==> src/rtl/fb_pkg.sv <==
// rtl/fb_pkg.sv - shared framebuffer types and screen geometry
package fb_pkg;

   typedef logic [10:0] coord_t;

   typedef struct packed {
      logic [7:0] r;
      logic [7:0] g;
      logic [7:0] b;
   } rgb_t;

   typedef enum logic {
      ST_IDLE  = 1'b0,
      ST_CLEAR = 1'b1
   } state_t;

   localparam int FB_WIDTH  = 640;
   localparam int FB_HEIGHT = 480;

endpackage

==> src/rtl/rr_arbiter.sv <==
// rtl/rr_arbiter.sv - round-robin arbiter, one-hot grant, pointer moves on advance
module rr_arbiter #(
   parameter int N = 2
) (
   input  logic         clk50,
   input  logic         reset_n,
   input  logic [N-1:0] req,
   input  logic         advance,
   output logic [N-1:0] grant
);

   localparam int PW = (N > 1) ? $clog2(N) : 1;

   logic [PW-1:0] last_grant;
   logic [PW-1:0] next_grant;
   logic [PW-1:0] idx;
   logic          found;

   // Search begins one past the last winner so every client waits at most N-1 grants.
   always_comb begin
      grant      = '0;
      next_grant = last_grant;
      idx        = '0;
      found      = 1'b0;
      for (int i = 0; i < N; i++) begin
         idx = PW'((int'(last_grant) + 1 + i) % N);
         if (!found && req[idx]) begin
            grant[idx] = 1'b1;
            next_grant = idx;
            found      = 1'b1;
         end
      end
   end

   // Pointer starts at N-1 so client 0 is searched first after reset.
   always_ff @(posedge clk50 or negedge reset_n) begin
      if (!reset_n) begin
         last_grant <= PW'(N - 1);
      end else if (advance && found) begin
         last_grant <= next_grant;
      end
   end

endmodule

==> src/rtl/fb_write_scheduler.sv <==
// rtl/fb_write_scheduler.sv - shares the framebuffer write port between clients and a clear sequencer
module fb_write_scheduler
   import fb_pkg::*;
#(
   parameter int NREQ   = 2,
   parameter int WIDTH  = FB_WIDTH,
   parameter int HEIGHT = FB_HEIGHT
) (
   input  logic               clk50,
   input  logic               reset_n,
   input  logic [NREQ-1:0]    req_valid,
   output logic [NREQ-1:0]    req_ready,
   input  logic [NREQ*11-1:0] req_x,
   input  logic [NREQ*11-1:0] req_y,
   input  logic [NREQ*24-1:0] req_rgb,
   input  logic               clear_start,
   input  logic [23:0]        clear_color,
   output logic               clear_busy,
   output logic               clear_done,
   output logic [10:0]        fb_x,
   output logic [10:0]        fb_y,
   output logic [7:0]         fb_r,
   output logic [7:0]         fb_g,
   output logic [7:0]         fb_b,
   output logic               fb_pixel_write,
   output logic               fb_pixel_color,
   output logic [15:0]        dropped_count
);

   state_t          state;
   coord_t          cx;
   coord_t          cy;
   rgb_t            fill;
   logic [NREQ-1:0] arb_req;
   logic [NREQ-1:0] grant;
   coord_t          sel_x;
   coord_t          sel_y;
   rgb_t            sel_rgb;
   logic            in_range;

   // A clear request in IDLE wins over clients, so nobody is offered the port that cycle.
   assign arb_req = (reset_n && state == ST_IDLE && !clear_start) ? req_valid : '0;

   rr_arbiter #(.N(NREQ)) u_arb (
      .clk50   (clk50),
      .reset_n (reset_n),
      .req     (arb_req),
      .advance (|grant),
      .grant   (grant)
   );

   assign req_ready      = grant;
   assign fb_pixel_color = 1'b0;

   always_comb begin
      sel_x   = '0;
      sel_y   = '0;
      sel_rgb = '0;
      for (int i = 0; i < NREQ; i++) begin
         if (grant[i]) begin
            sel_x   = req_x[i*11 +: 11];
            sel_y   = req_y[i*11 +: 11];
            sel_rgb = req_rgb[i*24 +: 24];
         end
      end
   end

   assign in_range = ({21'd0, sel_x} < 32'(WIDTH)) && ({21'd0, sel_y} < 32'(HEIGHT));

   always_ff @(posedge clk50 or negedge reset_n) begin
      if (!reset_n) begin
         state          <= ST_IDLE;
         cx             <= '0;
         cy             <= '0;
         fill           <= '0;
         fb_x           <= '0;
         fb_y           <= '0;
         fb_r           <= '0;
         fb_g           <= '0;
         fb_b           <= '0;
         fb_pixel_write <= 1'b0;
         clear_busy     <= 1'b0;
         clear_done     <= 1'b0;
         dropped_count  <= '0;
      end else begin
         fb_pixel_write <= 1'b0;
         clear_busy     <= 1'b0;
         clear_done     <= 1'b0;
         case (state)
            ST_IDLE: begin
               if (clear_start) begin
                  fill  <= rgb_t'(clear_color);
                  cx    <= '0;
                  cy    <= '0;
                  state <= ST_CLEAR;
               end else if (|grant) begin
                  if (in_range) begin
                     fb_x           <= sel_x;
                     fb_y           <= sel_y;
                     fb_r           <= sel_rgb.r;
                     fb_g           <= sel_rgb.g;
                     fb_b           <= sel_rgb.b;
                     fb_pixel_write <= 1'b1;
                  end else if (dropped_count != 16'hFFFF) begin
                     dropped_count <= dropped_count + 16'd1;
                  end
               end
            end
            ST_CLEAR: begin
               fb_x           <= cx;
               fb_y           <= cy;
               fb_r           <= fill.r;
               fb_g           <= fill.g;
               fb_b           <= fill.b;
               fb_pixel_write <= 1'b1;
               clear_busy     <= 1'b1;
               if (cx == coord_t'(WIDTH - 1)) begin
                  cx <= '0;
                  if (cy == coord_t'(HEIGHT - 1)) begin
                     cy         <= '0;
                     clear_done <= 1'b1;
                     state      <= ST_IDLE;
                  end else begin
                     cy <= cy + 11'd1;
                  end
               end else begin
                  cx <= cx + 11'd1;
               end
            end
            default: state <= ST_IDLE;
         endcase
      end
   end

endmodule

==> config.mk <==
export PLATFORM = sky130hd
export DESIGN_NAME = fb_write_scheduler
export DESIGN_NICKNAME = d
export VERILOG_FILES = /design/src/rtl/fb_pkg.sv /design/src/rtl/rr_arbiter.sv /design/src/rtl/fb_write_scheduler.sv
export SDC_FILE = /design/constraint.sdc
export NUM_CORES = 1
export LEC_CHECK = 0
export ABC_AREA = 1
export BUFFER_PORTS_ARGS = -buffer_cell sky130_fd_sc_hd__buf_2
export CORE_MARGIN = 4
export CORE_UTILIZATION = 45
export CTS_CLUSTER_DIAMETER = 200
export DETAILED_ROUTE_END_ITERATION = 10
export PLACE_DENSITY = 0.8
export SLEW_MARGIN = 15
export SYNTH_ARGS = -nofsm -noshare
export SYNTH_HDL_FRONTEND = slang
export SYNTH_SLANG_ARGS = --single-unit
export TNS_END_PERCENT = 30
==> constraint.sdc <==
create_clock -name clk50 -period 5.8 [get_ports clk50]
set_input_delay 1.16 -clock clk50 [delete_from_list [all_inputs] [get_ports clk50]]
set_output_delay 1.16 -clock clk50 [all_outputs]
set_load 0.02 [all_outputs]
==> out/results.ini, run 1 <==
[timing]
rsz0062_at_grt=no
setup_tns_ps=0
worst_pin_slew_ps=1180
setup_viol=0
fin_ws_ps=1730
min_period_ps=4070
period_share_pct=70.2
fmax_ghz=0.245
max-slew-margin-rel_pct=21.2
hold_viol_final=0
fin_skew_ps=10.8
final_max_slew_viol_count=0

[finish]
multi_input_area_um2=2850
nets=1061
area_growth_pct=26.3
fillers=1205
regArea_um2=2830
layout-drive-gt1-share_pct=27.6

[floorplan]
initial_core_util_pct=46.0
core-area_um2=13200
chipHeight_um=124
rows=42
design.die.area_um2=15500
fp.dieW_um=124
ioPinCount=189

[critical_path]
path_max_fanout=37
critical_path_class=in -> out
crit_path_start_kind=input pin
crit_path_end_kind=output port
worst_ep_required_time_ps=4640
worstPathArrival_ps=2910

[synth]
seq_area_frac_synth_pct=46.4
synthesis.area_um2=6090
ys_top_cells_by_count=289 x nand2_1, 112 x dfrtp_1, 87 x nand3_1, 49 x inv_1, 48 x nand4_1
synth_top_area_cell=dfrtp_1
yosysMostFrequentCell=nand2_1
netlist_top_cells_area=dfrtp_1 46%, nand2_1 18%, nand3_1 7.1%
postSynth.asyncResetShare_pct=100
yosysUniqueCellTypes=41
yosysWarnings=0
yosys_register_bits=113
yosysTopAreaCellShare_pct=46.0
synth_edf_count=0
synth_fp_nets=889
postSynthAreaPerCell_um2=7.97
netlist_instances=765
synth-main-ff-cell=dfrtp_1

[clock_network]
cts_root_buffer=clkbuf_16
cts_hold_buffers=0
clk_latency_ps=420
ctsResizeCount=0
cts_tree=yes
htree_levels=4
cts_buffers=17
post_cts_buffers=0
clock_path_buffers=2
cts_sinks=113
path_clk_slew_ps=50

[placed_design]
dp.final_hpwl_mm=12.5
port_buffers=187
gp_congestion=0.937
dp_slack_ps=1370

[global_routing]
grt_antenna_before_repair=3
grt.busiest_layer=met2
use_met3_pct=6.73
grt.overflow.total=0
grt_first_pass_wirelength_mm=29.0
grt_pass1_vias=5832
grt_use_met2_pct=37.9
use_met1_pct=28.2
grt_max_degree=78
grt_use_total_pct=23.1

[run]
maxCapViolations=0

[pwr]
pwr_density_cell_nw_per_um2=334
power_mw=2.57
ir_drop_v=0.000203
p_leak_nw=4.13

[drt]
ant_nets=0
wire_per_inst_um=16.0
routed_wl_mm=18.0
vias=6052
drtIter0Drc=465
firstDrtPassIters=5
drt-vias-per-instance=5.37
drc_errors=0

[min_path]
hold_path_class=reg -> reg

[status]
outcome=finished, final reports clean

where the power goes:
group / internal [mW] / leakage, nW / total [mW] / switching, mW
sequential: 0.912 / 1.43 / 1.01 / 0.0961
clock: 0.734 / 0.305 / 1.09 / 0.355
combinational: 0.195 / 2.40 / 0.475 / 0.280
state kept, by name (all words and copies together), names as in the netlist:
register          count
clear_busy            1
clear_done            1
cx                   11
cy                   11
dropped_count        16
fb_b                  8
fb_g                  8
fb_pixel_write        1
fb_r                  8
fb_x                 11
fb_y                 11
fill                 24
state                 1
u_arb.last_grant      1
per-layer routing:
metal  up-vias  wire (um)
met2       249       8640
met4         2        637
li1       2889          -
met5         -         15
met1      2855       7450
met3        57       1280
final cells by class:
cell class                      count  area share [%]
Multi-Input combinational cell    561            37.0
Sequential cell                   113            36.8
Timing Repair Buffer              192            12.7
Clock buffer                       20            5.93
Tap cell                          176            2.86
Inverter                           52            2.53
Clock inverter                     11            2.10
Antenna cell                        3          0.0975
critical path, stage by stage:
cell,delay (ps)
buf_2,130
nor2_8,170
nand2_4,80
nor2_2,350
nand2_1,180
inv_2,540
buf_2,290
metrics by stage:
stage                     instances  util, %  hold slack [ps]  cell area, um2
after floorplan                 765        -              374            6090
after global placement         1094     53.4              451            7070
after detailed placement       1094     53.4              454            7070
after CTS                      1125     58.1              467            7690
after global routing           1127     58.1              487            7700
final                          1128     58.1              463            7700
cell families (layout without fill, tap and decap cells):
logic type / after synthesis / in the layout / synth area share [%]
flip-flops: 113 / 113 / 46.4
adder cells (fa/ha/maj): 3 / 3 / 0.616
AO/OA/AOI/OAI: 44 / 44 / 4.46
buffers and inverters: 91 / 275 / 6.77
AND/OR/NAND/NOR: 471 / 471 / 34.7
multiplexers: 24 / 24 / 4.43
other: 1 / 4 / 0.0615
XOR/XNOR: 18 / 18 / 2.59
placed cells by master (no fill, tap or decap), types with 14 or more instances in the layout:
| cell | instances |
|---|---|
| buf_2 | 186 |
| clkbuf_16 | 17 |
| dfrtp_1 | 111 |
| inv_1 | 49 |
| mux2_2 | 24 |
| nand2_1 | 289 |
| nand3_1 | 87 |
| nand4_1 | 48 |
| nor2_1 | 20 |
| o21ai_0 | 14 |
| xor2_1 | 14 |
worst paths after layout:
path                       slack (ps)                      endpoint  cells after the start           startpoint
hold / removal                    460           fb_y[4]$_DFFE_PN0P_                      2  fb_y[4]$_DFFE_PN0P_
setup reg to reg                 1880          fb_x[10]$_DFFE_PN0P_                     11      state$_DFF_PN0_
hold reg to reg                   460           fb_y[4]$_DFFE_PN0P_                      2  fb_y[4]$_DFFE_PN0P_
min in group asynchronous         880  dropped_count[4]$_DFFE_PN0P_                      2              reset_n
max in group asynchronous        3580          fill[14]$_DFFE_PN0P_                      3              reset_n
setup / recovery                 1730                  req_ready[1]                      7          clear_start
No activity file was read; power rests on OpenSTA's default activity.
==> inputs of run 2 (changes only) <==
--- a/config.mk
+++ b/config.mk
@@ -5,13 +5,13 @@
 export SDC_FILE = /design/constraint.sdc
 export NUM_CORES = 1
 export LEC_CHECK = 0
-export ABC_AREA = 1
+export ABC_AREA = 0
 export BUFFER_PORTS_ARGS = -buffer_cell sky130_fd_sc_hd__buf_2
 export CORE_MARGIN = 4
 export CORE_UTILIZATION = 45
 export CTS_CLUSTER_DIAMETER = 200
 export DETAILED_ROUTE_END_ITERATION = 10
-export PLACE_DENSITY = 0.8
+export PLACE_DENSITY = 0.84
 export SLEW_MARGIN = 15
 export SYNTH_ARGS = -nofsm -noshare
 export SYNTH_HDL_FRONTEND = slang
==> constraint.sdc (replaced) <==
create_clock -name clk50 -period 3.6 [get_ports clk50]
set_input_delay 0.72 -clock clk50 [delete_from_list [all_inputs] [get_ports clk50]]
set_output_delay 0.72 -clock clk50 [all_outputs]
set_load 0.02 [all_outputs]
==> out/results.ini, run 2 <==
[finish]
nets=854  ; was 1061
layout-drive-gt1-share_pct=35.5  ; was 27.6%
diodes=0  ; was 3
largest_reg_flops=24  ; unchanged
regArea_um2=2830  ; about the same
final_cell_mix=186 x buf_2, 111 x dfrtp_1, 107 x nand2_1  ; was 289 x nand2_1, 186 x buf_2, 111 x dfrtp_1
post-route-util_pct=59.4  ; was 58.1%
fillers=1090  ; was 1205
final_common_cell=buf_2  ; was nand2_1
top_regs=fill (24), dropped_count (16)  ; unchanged
area_growth_pct=28.5  ; was 26.3%
multi_input_area_um2=2560  ; was 2850 um2
final_area_um2=7190  ; was 7700 um2
regMostFlops=fill  ; unchanged

[drt]
firstDrtPassIters=5  ; unchanged
drtIter0Drc=436  ; was 465
wire_per_inst_um=17.2  ; was 16.0 um
drc_errors=0  ; unchanged
drt-vias-per-instance=5.69  ; was 5.37
routed_wl_mm=15.7  ; was 18.0 mm
vias=5181  ; was 6052
ant_nets=0  ; unchanged

[clock_network]
post_cts_buffers=0  ; unchanged
cts_sinks=113  ; unchanged
cts_buffers=17  ; unchanged
cts_hold_buffers=0  ; unchanged
cts_root_buffer=clkbuf_16  ; unchanged
path_clk_slew_ps=60  ; was 50 ps
cts_tree=yes  ; unchanged
clock_path_buffers=2  ; unchanged
ctsResizeCount=0  ; unchanged
htree_levels=4  ; unchanged
clk_latency_ps=410  ; was 420 ps

[status]
outcome=finished, final reports clean  ; unchanged

[pwr]
p_switching_mw=1.14  ; was 0.732 mW
pwr_density_cell_nw_per_um2=545  ; was 334 nW/um2
ir_drop_v=0.000396  ; was 0.000203 V
intPower_mw=2.77  ; was 1.84 mW
p_leak_nw=3.42  ; was 4.13 nW
pwr-share-clk_pct=38.9  ; was 42.4%
combPwrFrac_pct=17.9  ; was 18.5%
swShare_pct=29.2  ; was 28.4%
seq_power_share_pct=43.1  ; was 39.2%

[timing]
fin_skew_ps=8.26  ; was 10.8 ps
setup_tns_ps=0  ; unchanged
fmax_ghz=0.364
max-slew-margin-rel_pct=32.3  ; was 21.2%
rsz0062_at_grt=no  ; unchanged
final_max_slew_viol_count=0  ; unchanged
period_share_pct=76.3
hold_viol_final=0  ; unchanged
setup_viol=0  ; unchanged
min_period_ps=2750
worst_pin_slew_ps=1020  ; was 1180 ps

[synth]
yosys_register_bits=113  ; unchanged
netlist_top_cells_area=dfrtp_1 50%, nand2_1 7.2%, o221ai_1 5.5%  ; was dfrtp_1 46%, nand2_1 18%, nand3_1 7.1%
synthesis.area_um2=5600  ; was 6090 um2
synth_top_area_cell=dfrtp_1  ; unchanged
ys_top_cells_by_count=112 x dfrtp_1, 107 x nand2_1, 38 x a22oi_1, 35 x o221ai_1, 31 x clkbuf_1  ; was 289 x nand2_1, 112 x dfrtp_1, 87 x nand3_1, 49 x inv_1, 48 x nand4_1
seq_area_frac_synth_pct=50.6  ; was 46.4%
yosysTopAreaCellShare_pct=50.1  ; was 46.0%
synth-main-ff-cell=dfrtp_1  ; unchanged
postSynthAreaPerCell_um2=10.1  ; was 7.97 um2
synth_fp_nets=680  ; was 889
yosysMostFrequentCell=dfrtp_1  ; was nand2_1
netlist_instances=556  ; was 765
yosysWarnings=0  ; unchanged
synth_edf_count=0  ; unchanged
postSynth.asyncResetShare_pct=100  ; unchanged
yosysUniqueCellTypes=54  ; was 41

[global_routing]
grt_first_pass_wirelength_mm=25.3  ; was 29.0 mm
grt_max_degree=104  ; was 78
grt_use_total_pct=22.3  ; was 23.1%
grt_pass1_vias=5035  ; was 5832
grt_antenna_before_repair=2  ; was 3
grt.overflow.total=0  ; unchanged

[critical_path]
crit_start=state$_DFF_PN0_  ; was clear_start
reg2reg_slack_ps=850  ; was 1880 ps
worst_ep_required_time_ps=3920  ; was 4640 ps
path_max_fanout=103  ; was 37
timing.rr.end=cy[5]$_DFFE_PN0P_  ; was fb_x[10]$_DFFE_PN0P_
critical_path_class=reg -> reg  ; was in -> out
worstPathArrival_ps=3060  ; was 2910 ps
crit_path_end_kind=flip-flop  ; was output port
reg2regPathDepth=6  ; was 11
reg2reg_from=state$_DFF_PN0_  ; unchanged
crit_path_start_kind=flip-flop  ; was input pin

[placed_design]
gp_congestion=0.866  ; was 0.937
port_buffers=187  ; unchanged
dp.final_hpwl_mm=11.2  ; was 12.5 mm
placed_cell_area_um2=6660  ; was 7070 um2

[floorplan]
chipHeight_um=120  ; was 124 um
rows=40  ; was 42
core-area_um2=12100  ; was 13200 um2
initial_core_util_pct=46.2  ; was 46.0%
design.die.area_um2=14300  ; was 15500 um2
fp.dieW_um=120  ; was 124 um
ioPinCount=189  ; unchanged

[min_path]
hold_path_class=in -> async  ; was reg -> reg

[run]
maxCapViolations=0  ; unchanged

## run 2: changes by cell type after synthesis, moves of 6 or more
cell	previous run	this run
nand2_1	289	107
nand3_1	87	18
inv_1	49	4
a22oi_1	0	38
nand4_1	48	10
o221ai_1	0	35
o21ai_0	14	30
clkbuf_1	17	31
and3_1	0	11
nor2b_1	0	6
## run 2: worst max-delay path: stages (launching register included)
cell	delay, ps
dfrtp_4	410
buf_4	740
nor2b_2	260
buf_4	330
a21oi_1	620
o21ai_0	180
o21ai_0	110
## run 2: cell families after synthesis
group	count (synthesis)	synth area share, %
flops	113	50.6
compound gates	142	19.0
simple gates	204	17.8
other cells	1	0.0670
xor+xnor	20	3.13
buf+inv	48	3.76
fa+ha+maj	3	0.671
mux	25	5.03
## run 2: area by class of cell
| type | count | area share [%] |
|---|---|---|
| clock buffer | 25 | 6.61 |
| clock inverter | 7 | 0.835 |
| sequential | 113 | 39.4 |
| tap | 168 | 2.92 |
| multi-input combinational | 395 | 35.6 |
| timing repair buffer | 198 | 14.4 |
| inverter | 5 | 0.261 |
## run 2: worst max path at each step
stage                                to  slack [ps]  cells after the start
finish                cy[5]$_DFFE_PN0P_         850                      6
global route          cy[6]$_DFFE_PN0P_         530                      6
CTS                   cy[5]$_DFFE_PN0P_         800                      6
detailed placement  fb_x[2]$_DFFE_PN0P_         520                      9
global placement    fb_x[5]$_DFFE_PN0P_         620                      8
floorplan                  req_ready[0]        1040                      5
## run 2: power groups by stage
stage                     clock network, mW  logic (mW)  registers, mW
after floorplan                           0       0.309           1.79
after global placement                    0       0.682           1.70
after detailed placement                  0       0.709           1.70
after CTS                              1.55       0.710           1.69
after global routing                   1.62       0.785           1.73
final                                  1.53       0.701           1.69
## run 2: layer usage
metal	track usage, %	share of wire [%]	wire length [um]
met5	0	0.089	14
met4	7.44	1.8	287
met3	8.06	9.5	1490
met2	35.9	47	7430
met1	27.9	41	6450
## run 2: stage by stage
step                      worst slack (ps)  power, mW  hold slack [ps]  cells
after detailed placement               519       2.41              469    879
after global placement                 617       2.38              462    879
after global routing                   530       4.13              455    911
final                                  853       3.92              421    911
after CTS                              803       3.95              433    911
after floorplan                       1040       2.10              424    556
==> inputs of run 3 (changes only) <==
--- a/config.mk
+++ b/config.mk
@@ -11,7 +11,7 @@
 export CORE_UTILIZATION = 45
 export CTS_CLUSTER_DIAMETER = 200
 export DETAILED_ROUTE_END_ITERATION = 10
-export PLACE_DENSITY = 0.84
+export PLACE_DENSITY = 0.81
 export SLEW_MARGIN = 15
 export SYNTH_ARGS = -nofsm -noshare
 export SYNTH_HDL_FRONTEND = slang
==> constraint.sdc (replaced) <==
create_clock -name clk50 -period 2.6 [get_ports clk50]
set_input_delay 0.52 -clock clk50 [delete_from_list [all_inputs] [get_ports clk50]]
set_output_delay 0.52 -clock clk50 [all_outputs]
set_load 0.02 [all_outputs]
==> out/results.ini, run 3 (synthesized netlist as in run 2, its figures left out) <==
[critical_path]
reg2reg_slack_ps=280  ; was 850 ps
crit_path_start_kind=flip-flop  ; unchanged
worstPathArrival_ps=1910  ; was 3060 ps
crit_path_end_kind=output port  ; was flip-flop
crit_chain=nor3b_2, buf_4, and3_2, buf_2  ; was buf_4, nor2b_2, buf_4, a21oi_1, o21ai_0, o21ai_0
reg2regPathDepth=8  ; was 6
path_max_fanout=12  ; was 103
timing.rr.end=fb_b[5]$_DFFE_PN0P_  ; was cy[5]$_DFFE_PN0P_
worst_ep_required_time_ps=2080  ; was 3920 ps
crit_slowest_cell=dfrtp_4  ; was buf_4
reg2reg_from=state$_DFF_PN0_  ; unchanged
cpPeakStageDelay_ps=490  ; was 740 ps
critical_path_class=reg -> out  ; was reg -> reg

[clock_network]
htree_levels=4  ; unchanged
cts_root_buffer=clkbuf_16  ; unchanged
cts_hold_buffers=0  ; unchanged
path_clk_slew_ps=50  ; was 60 ps
cts_tree=yes  ; unchanged
post_cts_buffers=0  ; unchanged
ctsResizeCount=0  ; unchanged
clk_latency_ps=410  ; about the same
clock_path_buffers=2  ; unchanged
cts_buffers=17  ; unchanged
cts_sinks=113  ; unchanged

[drt]
firstDrtPassIters=4  ; was 5
drt-vias-per-instance=5.58  ; was 5.69
drtIter0Drc=364  ; was 436
vias=5125  ; was 5181
drc_errors=0  ; unchanged
routed_wl_mm=16.0  ; was 15.7 mm
wire_per_inst_um=17.5  ; was 17.2 um
ant_nets=0  ; unchanged

[global_routing]
grt_pass1_vias=5206  ; was 5035
grt.overflow.total=0  ; unchanged
grt_first_pass_wirelength_mm=26.2  ; was 25.3 mm
grt_antenna_before_repair=3  ; was 2
grt_max_degree=103  ; was 104
grt_use_total_pct=23.0  ; was 22.3%

[timing]
setup_tns_ps=0  ; unchanged
period_share_pct=93.6
setup_viol=0  ; unchanged
rsz0062_at_grt=no  ; unchanged
max-slew-margin-rel_pct=40.1  ; was 32.3%
finalHoldWorstSlack_ps=205  ; was 421 ps
min_period_ps=2430
hold_viol_final=0  ; unchanged
final_max_slew_viol_count=0  ; unchanged
fmax_ghz=0.411
fin_skew_ps=6.34  ; was 8.26 ps
worst_pin_slew_ps=899  ; was 1020 ps
fin_ws_ps=167  ; was 853 ps

[placed_design]
dp.cells=886  ; was 879
gp_congestion=0.870  ; was 0.866
placed_cell_area_um2=6720  ; was 6660 um2
dp_slack_ps=37.7  ; was 519 ps
port_buffers=187  ; unchanged
dp.final_hpwl_mm=11.7  ; was 11.2 mm

[pwr]
p_switching_mw=1.61  ; was 1.14 mW
pwr-share-clk_pct=40.6  ; was 38.9%
intPower_mw=3.99  ; was 2.77 mW
combPwrFrac_pct=17.5  ; was 17.9%
pwr_density_cell_nw_per_um2=765  ; was 545 nW/um2
p_leak_nw=3.48  ; was 3.42 nW
seq_power_share_pct=41.9  ; was 43.1%
ir_drop_v=0.000409  ; was 0.000396 V
swShare_pct=28.7  ; was 29.2%
power_mw=5.60  ; was 3.92 mW

[floorplan]
chipHeight_um=120  ; unchanged
design.die.area_um2=14300  ; unchanged
initial_core_util_pct=46.2  ; unchanged
core-area_um2=12100  ; unchanged
rows=40  ; unchanged
ioPinCount=189  ; unchanged
fp.dieW_um=120  ; unchanged

[min_path]
hold_path_class=in -> async  ; unchanged

[finish]
fillers=1059  ; was 1090
final_cell_mix=186 x buf_2, 111 x dfrtp_1, 107 x nand2_1  ; unchanged
regArea_um2=2830  ; unchanged
multi_input_area_um2=2560  ; unchanged
area_growth_pct=30.7  ; was 28.5%
top_regs=fill (24), dropped_count (16)  ; unchanged
regMostFlops=fill  ; unchanged
final_area_um2=7320  ; was 7190 um2
layout-drive-gt1-share_pct=36.6  ; was 35.5%
nets=861  ; was 854
post-route-util_pct=60.4  ; was 59.4%
final_common_cell=buf_2  ; unchanged
largest_reg_flops=24  ; unchanged
fin_cells=918  ; was 911

[run]
maxCapViolations=0  ; unchanged

[status]
outcome=finished, final reports clean  ; unchanged

[run 3: changes by cell type in the layout (fill, tap and decap cells not counted)]
cell / previous run / this run
buf_6: 0 / 1
buf_12: 1 / 2
diode_2: 0 / 1
clkinv_2: 6 / 3
clkbuf_1: 6 / 2
clkbuf_8: 2 / 8
buf_4: 11 / 16
[run 3: power by group through the flow]
stage	Sequential [mW]	Clock (mW)	Combinational, mW
after floorplan	2.48	0	0.427
after global placement	2.35	0	0.947
after detailed placement	2.37	0	0.988
after CTS	2.35	2.31	0.993
after global routing	2.39	2.40	1.10
final	2.35	2.27	0.978
[run 3: worst max-delay path by stage]
stage | start | endpoint | cells past startpoint
finish | state$_DFF_PN0_ | req_ready[0] | 4
global placement | req_x[19] | fb_b[7]$_DFFE_PN0P_ | 8
floorplan | req_x[19] | fb_x[9]$_DFFE_PN0P_ | 6
global route | state$_DFF_PN0_ | dropped_count[15]$_DFFE_PN0P_ | 7
CTS | state$_DFF_PN0_ | req_ready[0] | 4
detailed placement | req_x[19] | fb_b[5]$_DFFE_PN0P_ | 8
[run 3: metal layers]
metal,part of all wire (%),up-vias,GRT usage (%)
li1,-,2422,-
met1,40,2459,28.3
met2,49,216,37.2
met3,8.6,24,8.01
met4,2.1,4,9.45
met5,0.16,-,0
[run 3: area by class of cell]
type / count / share of cell area (%)
flip-flops and latches: 113 / 38.7
multi-input cells: 395 / 35.0
repair buffers: 205 / 15.1
clock buffers: 27 / 7.42
well taps: 168 / 2.87
clock inverters: 4 / 0.616
inverters: 5 / 0.257
diodes: 1 / 0.0342
[run 3: worst max-delay path: cells and delay by family, from the launching register on]
kind / cells / cell delay [ps]
AND/OR/NAND/NOR: 2 / 580
buffers and inverters: 2 / 420
flip-flops: 1 / 490
